==> src/rtl/seq_detector.sv <==
// Serial 1,0,1,1 pattern detector with registered match pulse, saturating match counter and bit history.
// Define SEQ_DETECTOR_OVERLAP_EN for overlapping detection; otherwise a completed match is never reused.
module seq_detector (
    input  logic       clk,
    input  logic       R,
    input  logic       din,
    input  logic       en,
    input  logic       clr_cnt,
    output logic       match,
    output logic [7:0] count,
    output logic [7:0] shreg,
    output logic [2:0] state
);

    typedef enum logic [2:0] {
        S0 = 3'd0,
        S1 = 3'd1,
        S2 = 3'd2,
        S3 = 3'd3,
        S4 = 3'd4
    } state_t;

    state_t     state_q, state_d;
    logic       match_q, match_d;
    logic [7:0] count_q, count_d;
    logic [7:0] shreg_q, shreg_d;

    always_comb begin
        state_d = state_q;
        case (state_q)
            S0: if (en) state_d = din ? S1 : S0;
            S1: if (en) state_d = din ? S1 : S2;
            S2: if (en) state_d = din ? S3 : S0;
            S3: if (en) state_d = din ? S4 : S2;
`ifdef SEQ_DETECTOR_OVERLAP_EN
            S4: if (en) state_d = din ? S1 : S2;
`else
            S4: if (en) state_d = din ? S1 : S0;
`endif
            // Unused encodings recover to S0 regardless of en.
            default: state_d = S0;
        endcase

        // S4 is only ever entered from S3 on an accepted 1.
        match_d = en && din && (state_q == S3);

        count_d = count_q;
        if (clr_cnt)
            count_d = 8'd0;
        else if (match_d && (count_q != 8'hFF))
            count_d = count_q + 8'd1;

        shreg_d = en ? {shreg_q[6:0], din} : shreg_q;
    end

    always_ff @(posedge clk) begin
        if (R) begin
            state_q <= S0;
            match_q <= 1'b0;
            count_q <= 8'd0;
            shreg_q <= 8'd0;
        end else begin
            state_q <= state_d;
            match_q <= match_d;
            count_q <= count_d;
            shreg_q <= shreg_d;
        end
    end

    assign match = match_q;
    assign count = count_q;
    assign shreg = shreg_q;
    assign state = state_q;

endmodule
==> config.mk <==
export PLATFORM = sky130hd
export DESIGN_NAME = seq_detector
export DESIGN_NICKNAME = d
export VERILOG_FILES = /design/src/rtl/seq_detector.sv
export SDC_FILE = /design/constraint.sdc
export NUM_CORES = 1
export LEC_CHECK = 0
export ABC_AREA = 1
export BUFFER_PORTS_ARGS = -buffer_cell sky130_fd_sc_hd__buf_2
export CORE_UTILIZATION = 33
export DETAILED_ROUTE_END_ITERATION = 8
export PLACE_DENSITY_LB_ADDON = 0.05
export SLEW_MARGIN = 20
export SYNTH_ARGS = -nofsm -noshare
export SYNTH_HDL_FRONTEND = slang
export SYNTH_SLANG_ARGS = --single-unit
==> constraint.sdc <==
create_clock -name clk -period 2.2 [get_ports clk]
set_input_delay 0.11 -clock clk [delete_from_list [all_inputs] [get_ports clk]]
set_output_delay 0.11 -clock clk [all_outputs]
set_load 0.01 [all_outputs]
Word level (Yosys, flattened, before mapping)
Cells that the tools add are included.

Flip-flop bits (word level): 20. Output and inout port bits: 20. Logic and storage cells: 30.

$add $sub $neg: 1. Equal/unequal tests: 9. Mux-type cells: 9. Reduce and logical (&&, ||, !) cells: 7.

Operators by type and width (count): 3-bit two-way mux (5); 3-bit case mux with 4 select lines (1); 8-bit by 1-bit adder with 8-bit output, second input constant (1); 8-bit != test, second input constant (1); 3-bit by 2-bit equality test with 1-bit output, second input constant (2); 2-bit != test, second input constant (3); 2-bit two-way mux (2); 4-bit AND reduction (1); 2-bit OR reduction (2); 3-bit by 1-bit equality test with 1-bit output, second input constant (1); 3-bit equality test, second input constant (1); 1-bit logical AND (3); 3-bit logical NOT (1); 2-bit by 1-bit != test with 1-bit output, second input constant (1); 1-bit two-way mux (1).

Longest topological paths before layout
Gate-level depths: netlist (run 1).

Word-level depth: 4. Gate-level depth with buffers: 9.

Worst setup path after synthesis (run 1)
OpenSTA, ideal clock, no wires.

Kind: flip-flop to flip-flop. From: register count_q[0] (netlist: count[0]). To: register count_q[1] (netlist: count[1]). Setup time: 0.116 ns. Data arrival time: 1.167 ns. Data required time: 2.084 ns. Slack: 0.917 ns. Cell stages (with the launch flop): 9. Buffers on the path: 0. Path through: dfxtp_1 ha_1 nand2_1 nor2_2 nand2_2 nand2_4 inv_4 nor2_1 nor2_1.

Word-level cells in the longest chain between the ends: 2.

RTL lines: from (decl) (line 25) `logic [7:0] count_q, count_d;`; from (signal assigned) (line 65) `count_q <= count_d;`; parallel branches: the longest is 2 deep, another holds 8-bit by 1-bit adder with 8-bit output.

Several ways; the timed one is not identified. A chain may end at the register's enable or synchronous reset.

Worst setup path in the final report (run 1)
From: register count_q[0] (netlist: count[0]). To: register count_q[0] (netlist: count[0]).

Same word-level chain as after synthesis.

==> results of run 1 <==
-- registers in the layout (all words and copies together), names as in the netlist --
name,flops
count,8
shreg,8
state,3
match,1
-- placed cells by master, fill, tap and decap left out --
cell	n
dfxtp_1	20
nand2_2	1
clkbuf_4	3
nor2_4	1
inv_4	1
inv_1	10
bufinv_16	1
nor2_2	1
xor2_1	4
nand2_1	26
a21oi_1	9
nand3_2	1
ha_1	1
nor2_1	31
nand4_1	2
o21ai_0	8
nand2_4	1
buf_2	24
nand3_1	5
or2_1	1
-- kinds of logic (layout without fill, tap and decap cells) --
family                   count (synthesis)  after routing  synth area share, %
XOR/XNOR                                 4              4                 3.97
AND/OR/NAND/NOR                         70             70                 34.3
adder cells (fa/ha/maj)                  1              1                 1.42
AO/OA/AOI/OAI                           17             17                 9.63
buffers and inverters                   12             39                 5.38
flip-flops                              20             20                 45.3
-- through the flow --
step / area, um2 / util, % / std cells
4_1_cts: 1090 / 43.6 / 181
2_1_floorplan: 883 / - / 124
5_1_grt: 1090 / 43.6 / 181
3_5_place_dp: 1040 / 41.5 / 177
3_3_place_gp: 1040 / 41.5 / 177
6_report: 1090 / 43.6 / 181
-- cells in the mapped netlist (2+ instances only) --
cell type / count
inv_1: 10
nand3_1: 5
nor2_1: 31
dfxtp_1: 20
o21ai_0: 8
nand4_1: 2
xor2_1: 4
a21oi_1: 9
nand2_1: 26
-- layer usage --
metal / wire, um / part of all wire, % / vias up / GRT usage, %
met1: 946 / 51 / 378 / 19.3
met2: 785 / 43 / 14 / 18.9
met5: 0 / 0 / - / 0
met3: 94 / 5.1 / 2 / 3.39
li1: - / - / 447 / -
met4: 20 / 1.1 / 0 / 7.89
-- critical path: stages (launching register included) --
cell and delay (ns):
dfxtp_1 0.41, ha_1 0.20, nand2_1 0.09, nor2_2 0.14
nand2_2 0.11, nand2_4 0.12, inv_4 0.05, nand2_1 0.05
nand2_1 0.04, nor2_1 0.09
-- layout make-up --
type	count	area, um2
repair buffers	24	120
fillers	276	1410
well taps	30	37.5
flip-flops and latches	20	400
inverters	11	43.8
multi-input cells	92	435
clock inverters	1	30.0
clock buffers	3	22.5
-- where the power goes --
group / internal, mW / total [mW] / switching [mW] / leakage (nW)
clock network: 0.184 / 0.308 / 0.124 / 0.0279
logic: 0.0193 / 0.0500 / 0.0307 / 0.313
registers: 0.373 / 0.381 / 0.00813 / 0.163
total: 0.576 / 0.739 / 0.163 / 0.503
-- how the worst min path moves through the flow --
| stage | from | to | slack (ns) |
|---|---|---|---|
| finish | R | state[2] | 0.04 |
| global route | R | shreg[0] | 0.04 |
| CTS | R | state[2] | 0.04 |
| detailed placement | R | state[2] | 0.38 |
| global placement | R | state[2] | 0.38 |
| floorplan | R | shreg[0] | 0.18 |
==> results.sh, run 1 <==
export IMPL_status="finished clean"
export IMPL_synthCells=124
export IMPL_ant_nets=0
export IMPL_peakVddDrop_mv=0.338
export IMPL_synth_top_area_share_pct=45.3
export IMPL_final_nets=158
export IMPL_r2r_start="count[0]"
export IMPL_power_density_nw_per_um2=678
export IMPL_cts_resized=0
export IMPL_synth_edf_count=0
export IMPL_htree_levels=1
export IMPL_synthFlopType="dfxtp_1"
export IMPL_seq_area_frac_synth_pct=45.3
export IMPL_antenna_found_initial=0
export IMPL_ys_seq_elements=20
export IMPL_yosys_area_top_type="dfxtp_1"
export IMPL_grt_pass1_wl_mm=2.82
export IMPL_cts_root_buf="clkbuf_4"
export IMPL_fp_dieW_um=53.7
export IMPL_grt_use_total_pct=13.8
export IMPL_dr_pass1_iters=4
export IMPL_cts_tree="built"
export IMPL_maxSlewHeadroom_pct=69.9
export IMPL_diodes=0
export IMPL_fin_ws_ns=0.836
export IMPL_via_count=841
export IMPL_rrSetupSlack_ns=0.84
export IMPL_synth_nets=130
export IMPL_max_cap_violations=0
export IMPL_post_place_ws_ns=0.863
export IMPL_port_buffers=24
export IMPL_numCtsBuffers=3
export IMPL_syn_area_per_cell_um2=7.12
export IMPL_routed_via_density=4.65
export IMPL_crit_path_start="count[0]"
export IMPL_hpwl_mm=1.35
export IMPL_worst_path_max_fanout=6
export IMPL_reg2regPathDepth=9
export IMPL_drive_above_1_share_pct=22.5
export IMPL_required_ns=2.45
export IMPL_post_cts_buffers=0
export IMPL_num_rows=18
export IMPL_die_area_um2=2890
export IMPL_start_util_pct=35.3
export IMPL_holdBufCountCts=0
export IMPL_finalCritPeriodShare_pct=62.0
export IMPL_cts_buffer_depth=2
export IMPL_cp_endpoint="count[0]"
export IMPL_critPathKind="flip-flop to flip-flop"
export IMPL_hold_path_class="primary input to flip-flop"
export IMPL_io_pins=25
export IMPL_clock_sinks=20
export IMPL_synth_distinct_cells=18
export IMPL_grt_ovfl_total=0
export IMPL_cp_end_kind="flip-flop"
export IMPL_reg2reg_to="count[0]"
export IMPL_timing_final_max_slew_violations=0
export IMPL_grt_setup_unrepaired="no"
export IMPL_fin_setup_tns_ns=0
export IMPL_critPathLaunchType="flip-flop"
export IMPL_grt_pass1_vias=664
export IMPL_synth_warnings=0
export IMPL_area_growth_pct=23.4
export IMPL_die_height_um=53.7
export IMPL_clock_latency_ns=0.31
export IMPL_wl_mm=1.85
export IMPL_hold_viol=0
export IMPL_timing_fmax_mhz=733
export IMPL_drt_iter0_drc=20
export IMPL_tightest_slew_ns=0.450
export IMPL_gp_congestion=0.834
export IMPL_synthTopCellsByArea="dfxtp_1 (45%), nor2_1 (13%), nand2_1 (11%)"
export IMPL_cp_arrival_ns=1.62
export IMPL_clkTransAtPathRegs_ns=0.12
export IMPL_core_um2=2500
export IMPL_grt_max_degree=13
export IMPL_async_flop_share_pct=0
export IMPL_routedWlPerCell_um=10.2
export IMPL_holdWs_ns=0.0434
export IMPL_setup_viol=0
export IMPL_power_mw=0.739
export IMPL_hold_depth=2
export IMPL_min_period_ns=1.36
export IMPL_drc_errors=0
export IMPL_netlist_area_um2=883
export IMPL_finClkSkew_ns=0.00294
export IMPL_p_leak_nw=0.503
Power figures use the tool's default switching activity.
==> run 2: changes to the inputs <==
clock period = 1.1 ns   (was 2.2 ns; I/O delays follow)
==> results.sh, run 2 (synthesis gave the netlist of run 1 again) <==
export IMPL_drt_iter0_drc=13
export IMPL_grt_ovfl_total=0
export IMPL_via_count=925
export IMPL_power_mw=1.33
export IMPL_routed_via_density=4.60
export IMPL_fin_ws_ns=-0.115
export IMPL_area_growth_pct=54.0
export IMPL_grt_pass1_wl_mm=3.41
export IMPL_num_rows=18
export IMPL_cp_num_buf_inv=1
export IMPL_finalCritPeriodShare_pct=110
export IMPL_wl_mm=2.14
export IMPL_fp_dieW_um=53.7
export IMPL_gp_congestion=0.818
export IMPL_numCtsBuffers=3
export IMPL_grt_max_degree=12
export IMPL_setup_viol=8
export IMPL_cp_end_kind="flip-flop"
export IMPL_crit_path_cell_trace="ha_4, nand2_4, nor2_4, buf_4, xor2_1, nand2_1, a21oi_2"
export IMPL_maxSlewHeadroom_pct=84.7
export IMPL_finClkSkew_ns=0.00130
export IMPL_fin_setup_tns_ns=-0.493
export IMPL_max_cap_violations=0
export IMPL_port_buffers=24
export IMPL_final_nets=178
export IMPL_cp_arrival_ns=1.47
export IMPL_io_pins=25
export IMPL_start_util_pct=35.3
export IMPL_placed_area_um2=1170
export IMPL_worst_path_max_fanout=2
export IMPL_cts_tree="built"
export IMPL_grt_setup_unrepaired="yes"
export IMPL_required_ns=1.36
export IMPL_drc_errors=0
export IMPL_core_um2=2500
export IMPL_power_density_nw_per_um2=977
export IMPL_design_area_um2=1360
export IMPL_cp_slowest_stage_delay_ns=0.38
export IMPL_critPathKind="flip-flop to flip-flop"
export IMPL_cp_slowest_cell="dfxtp_4"
export IMPL_status="finished, violations left"
export IMPL_drive_above_1_share_pct=42.1
export IMPL_hold_viol=0
export IMPL_htree_levels=1
export IMPL_post_place_ws_ns=-0.0911
export IMPL_hold_path_class="primary input to flip-flop"
export IMPL_diodes=0
export IMPL_clkTransAtPathRegs_ns=0.12
export IMPL_grt_use_total_pct=16.6
export IMPL_final_cell_mix="nor2_1 (26), nand2_1 (22), buf_2 (22)"
export IMPL_tightest_slew_ns=0.229
export IMPL_clock_sinks=20
export IMPL_antenna_found_initial=0
export IMPL_die_area_um2=2890
export IMPL_cts_root_buf="clkbuf_4"
export IMPL_clock_latency_ns=0.31
export IMPL_die_height_um=53.7
export IMPL_holdWs_ns=0.0366
export IMPL_min_period_ns=1.22
export IMPL_dr_pass1_iters=4
export IMPL_routedWlPerCell_um=10.6
export IMPL_timing_fmax_mhz=823
export IMPL_peakVddDrop_mv=0.655
export IMPL_failed_checks="setup timing"
export IMPL_ant_nets=0
export IMPL_layout_commonest_cell="nor2_1"
export IMPL_crit_family="flip-flops"
export IMPL_critPathLaunchType="flip-flop"
export IMPL_grt_pass1_vias=803
export IMPL_p_leak_nw=0.665
export IMPL_timing_final_max_slew_violations=0
export IMPL_cts_buffer_depth=2
export IMPL_hpwl_mm=1.47
## run 2: report_power, final
part           switching [mW]  total (mW)  internal [mW]
Clock                   0.245       0.447          0.202
Sequential             0.0142       0.755          0.741
Combinational          0.0716       0.126         0.0545
Total                   0.331        1.33          0.997
## run 2: tightest hold or removal path: cells and delay by family
family | cells | cell delay, ns
and+or+nand+nor | 1 | 0.06
buffers and inverters | 1 | 0.09
xor gates and xnor gates | 1 | 0.06
AOI/OAI and AO/OA | 1 | 0.05
## run 2: cell type report
type	count	area, um2
Inverter	11	48.8
Clock buffer	4	36.3
Multi-Input combinational cell	92	526
Sequential cell	20	412
Tap cell	30	37.5
Timing Repair Buffer	44	300
Fill cell	255	1140
## run 2: path summary, 6_finish.rpt
kind	from	to	slack, ns	cells after the start
setup / recovery	count[1]	count[4]	-0.12	7
hold / removal	din	state[1]	0.04	4
setup reg to reg	count[1]	count[4]	-0.12	7
hold reg to reg	shreg[0]	shreg[0]	0.49	2
## run 2: per-layer routing
| layer | up-vias | share of wire [%] | routed length (um) | GRT usage (%) |
|---|---|---|---|---|
| li1 | 485 | - | - | - |
| met1 | 420 | 48 | 1030 | 21.2 |
| met2 | 16 | 47 | 996 | 26.3 |
| met5 | - | 0 | 0 | 0 |
| met3 | 4 | 3.2 | 68 | 2.54 |
| met4 | 0 | 2.1 | 44 | 9.21 |
## run 2: repair_timing
| action | 4_1_cts | 5_1_grt |
|---|---|---|
| buffers inserted | 2 | 3 |
| endpoints found under the setup margin | 8 | 13 |
| hold buffers | 1 | 0 |
| hold endpoints to repair | 5 | 0 |
| gates resized for setup | 3 | 25 |
| pin swaps | 3 | 8 |
## run 2: through the flow
stage | utilization (%) | std cells
floorplan | - | 124
global placement | 47.0 | 191
detailed placement | 47.0 | 191
CTS | 49.9 | 198
global route | 54.4 | 201
finish | 54.4 | 201
==> run 3: changes to the inputs <==
ABC_AREA = default   (was 1)
==> results.sh, run 3 <==
export IMPL_synth_nets=107
export IMPL_clkTransAtPathRegs_ns=0.12
export IMPL_worst_path_max_fanout=4
export IMPL_syn_area_per_cell_um2=9.48
export IMPL_diodes=0
export IMPL_via_count=939
export IMPL_numCtsBuffers=3
export IMPL_die_area_um2=3120
export IMPL_timing_fmax_mhz=802
export IMPL_dr_pass1_iters=4
export IMPL_synthFlopType="dfxtp_1"
export IMPL_place_inst=174
export IMPL_synth_top_area_share_pct=41.8
export IMPL_r2r_start="count[1]"
export IMPL_fin_ws_ns=-0.147
export IMPL_cp_arrival_ns=1.48
export IMPL_port_buffers=24
export IMPL_synth_distinct_cells=35
export IMPL_num_rows=19
export IMPL_final_nets=157
export IMPL_antenna_found_initial=0
export IMPL_grt_pass1_vias=954
export IMPL_ys_seq_elements=20
export IMPL_swShare_pct=24.6
export IMPL_fp_dieW_um=55.9
export IMPL_power_mw=1.32
export IMPL_die_height_um=55.9
export IMPL_finalNonFillerCells=181
export IMPL_crit_family="flip-flops"
export IMPL_routedWlPerCell_um=13.4
export IMPL_fin_setup_tns_ns=-0.748
export IMPL_cts_root_buf="clkbuf_4"
export IMPL_seq_area_frac_synth_pct=41.8
export IMPL_drt_iter0_drc=21
export IMPL_netlist_area_um2=957
export IMPL_synth_edf_count=0
export IMPL_comb_power_share_pct=10.5
export IMPL_synthTopCellsByArea="dfxtp_1 (42%), mux2i_1 (13%), nor2_1 (4.7%)"
export IMPL_drive_above_1_share_pct=54.7
export IMPL_yosys_area_top_type="dfxtp_1"
export IMPL_cp_slowest_cell="dfxtp_4"
export IMPL_htree_levels=1
export IMPL_core_um2=2760
export IMPL_finalCritPeriodShare_pct=113
export IMPL_cp_slowest_stage_delay_ns=0.38
export IMPL_p_leak_nw=0.638
export IMPL_hold_viol=0
export IMPL_crit_path_start="count[1]"
export IMPL_critPathKind="flip-flop to flip-flop"
export IMPL_max_cap_violations=0
export IMPL_ant_nets=0
export IMPL_p_seq_share_pct=56.0
export IMPL_clock_latency_ns=0.30
export IMPL_cp_num_buf_inv=0
export IMPL_tightest_slew_ns=0.361
export IMPL_internal_power_mw=0.994
export IMPL_clock_sinks=20
export IMPL_grt_ovfl_total=0
export IMPL_worstHoldStart="clr_cnt"
export IMPL_switching_power_mw=0.325
export IMPL_routed_via_density=5.19
export IMPL_status="finished, violations left"
export IMPL_power_density_nw_per_um2=914
export IMPL_cts_tree="built"
export IMPL_p_clk_share_pct=33.6
export IMPL_layout_commonest_cell="buf_2"
export IMPL_timing_final_max_slew_violations=0
export IMPL_synthCells=101
export IMPL_drc_errors=0
export IMPL_final_cell_mix="buf_2 (24), buf_4 (22), mux2i_1 (12)"
export IMPL_area_growth_pct=50.7
export IMPL_async_flop_share_pct=0
export IMPL_wl_mm=2.42
export IMPL_grt_setup_unrepaired="yes"
export IMPL_crit_path_cell_trace="ha_4, and3_4, a211oi_4, mux2i_1"
export IMPL_peakVddDrop_mv=0.666
export IMPL_design_area_um2=1440
export IMPL_placed_area_um2=1310
export IMPL_failed_checks="setup timing"
export IMPL_holdWs_ns=0.0460
export IMPL_hpwl_mm=1.79
export IMPL_grt_max_degree=14
export IMPL_cts_buffer_depth=2
export IMPL_grt_pass1_wl_mm=4.24
export IMPL_critPathLaunchType="flip-flop"
export IMPL_required_ns=1.33
export IMPL_gp_congestion=0.738
export IMPL_finClkSkew_ns=0.00169
export IMPL_grt_use_total_pct=17.0
export IMPL_io_pins=25
export IMPL_netlist_top_cells_count="dfxtp_1 (20), mux2i_1 (12), nor2_1 (12)"
export IMPL_synth_warnings=0
export IMPL_maxSlewHeadroom_pct=75.9
export IMPL_cp_end_kind="flip-flop"
export IMPL_setup_viol=7
export IMPL_synth_most_common_cell="dfxtp_1"
export IMPL_hold_path_class="primary input to flip-flop"
export IMPL_min_period_ns=1.25
export IMPL_start_util_pct=34.7
==> run 3: final cells by class <==
cell class | count | area, um2
Fill cell | 272 | 1320
Multi-Input combinational cell | 72 | 604
Sequential cell | 20 | 419
Timing Repair Buffer | 50 | 329
Tap cell | 31 | 38.8
Clock buffer | 4 | 36.3
Inverter | 4 | 15.0
==> run 3: cells by family (layout without fill, tap and decap cells) <==
logic type | Yosys count | in the layout | synth area share, %
simple gates | 41 | 41 | 23.8
flops | 20 | 20 | 41.8
compound gates | 18 | 18 | 16.3
mux | 12 | 12 | 12.5
buf+inv | 9 | 58 | 4.18
fa+ha+maj | 1 | 1 | 1.31
==> run 3: path summary, 6_finish.rpt <==
kind              cells past startpoint  slack, ns        to
hold reg to reg                       2       0.52  shreg[7]
hold / removal                        3       0.05  count[0]
setup reg to reg                      4      -0.15  count[1]
setup / recovery                      4      -0.15  count[1]
==> run 3: power groups by stage <==
stage | registers [mW] | clock network, mW | logic (mW)
6_report | 0.738 | 0.442 | 0.138
5_1_grt | 0.740 | 0.509 | 0.151
4_1_cts | 0.742 | 0.454 | 0.135
3_5_place_dp | 0.758 | 0 | 0.128
3_3_place_gp | 0.758 | 0 | 0.127
2_1_floorplan | 0.764 | 0 | 0.0686
==> run 3: worst min-delay path, stage by stage <==
cell and delay, ns:
buf_2 0.11, or3_1 0.10, mux2i_1 0.05
==> run 3: per-stage QoR <==
| step | util, % | setup slack (ns) |
|---|---|---|
| 3_3_place_gp | 47.4 | -0.103 |
| 2_1_floorplan | - | -0.0919 |
| 4_1_cts | 50.7 | -0.165 |
| 5_1_grt | 52.3 | -0.219 |
| 6_report | 52.3 | -0.147 |
| 3_5_place_dp | 47.4 | -0.141 |
==> run 3: layer usage <==
layer / vias to the layer above / track usage (%) / wire length (um)
met4: 0 / 5.23 / 23
met1: 444 / 21.2 / 1080
met2: 18 / 29.4 / 1240
met5: - / 0 / 0
li1: 473 / - / -
met3: 4 / 3.72 / 82
==> run 3: what timing repair did <==
action	CTS	global route
setup buffers	2	0
pin swaps	6	5
endpoints found under the hold margin	2	0
hold buffers	1	0
resized for setup	12	12
endpoints found under the setup margin	11	10
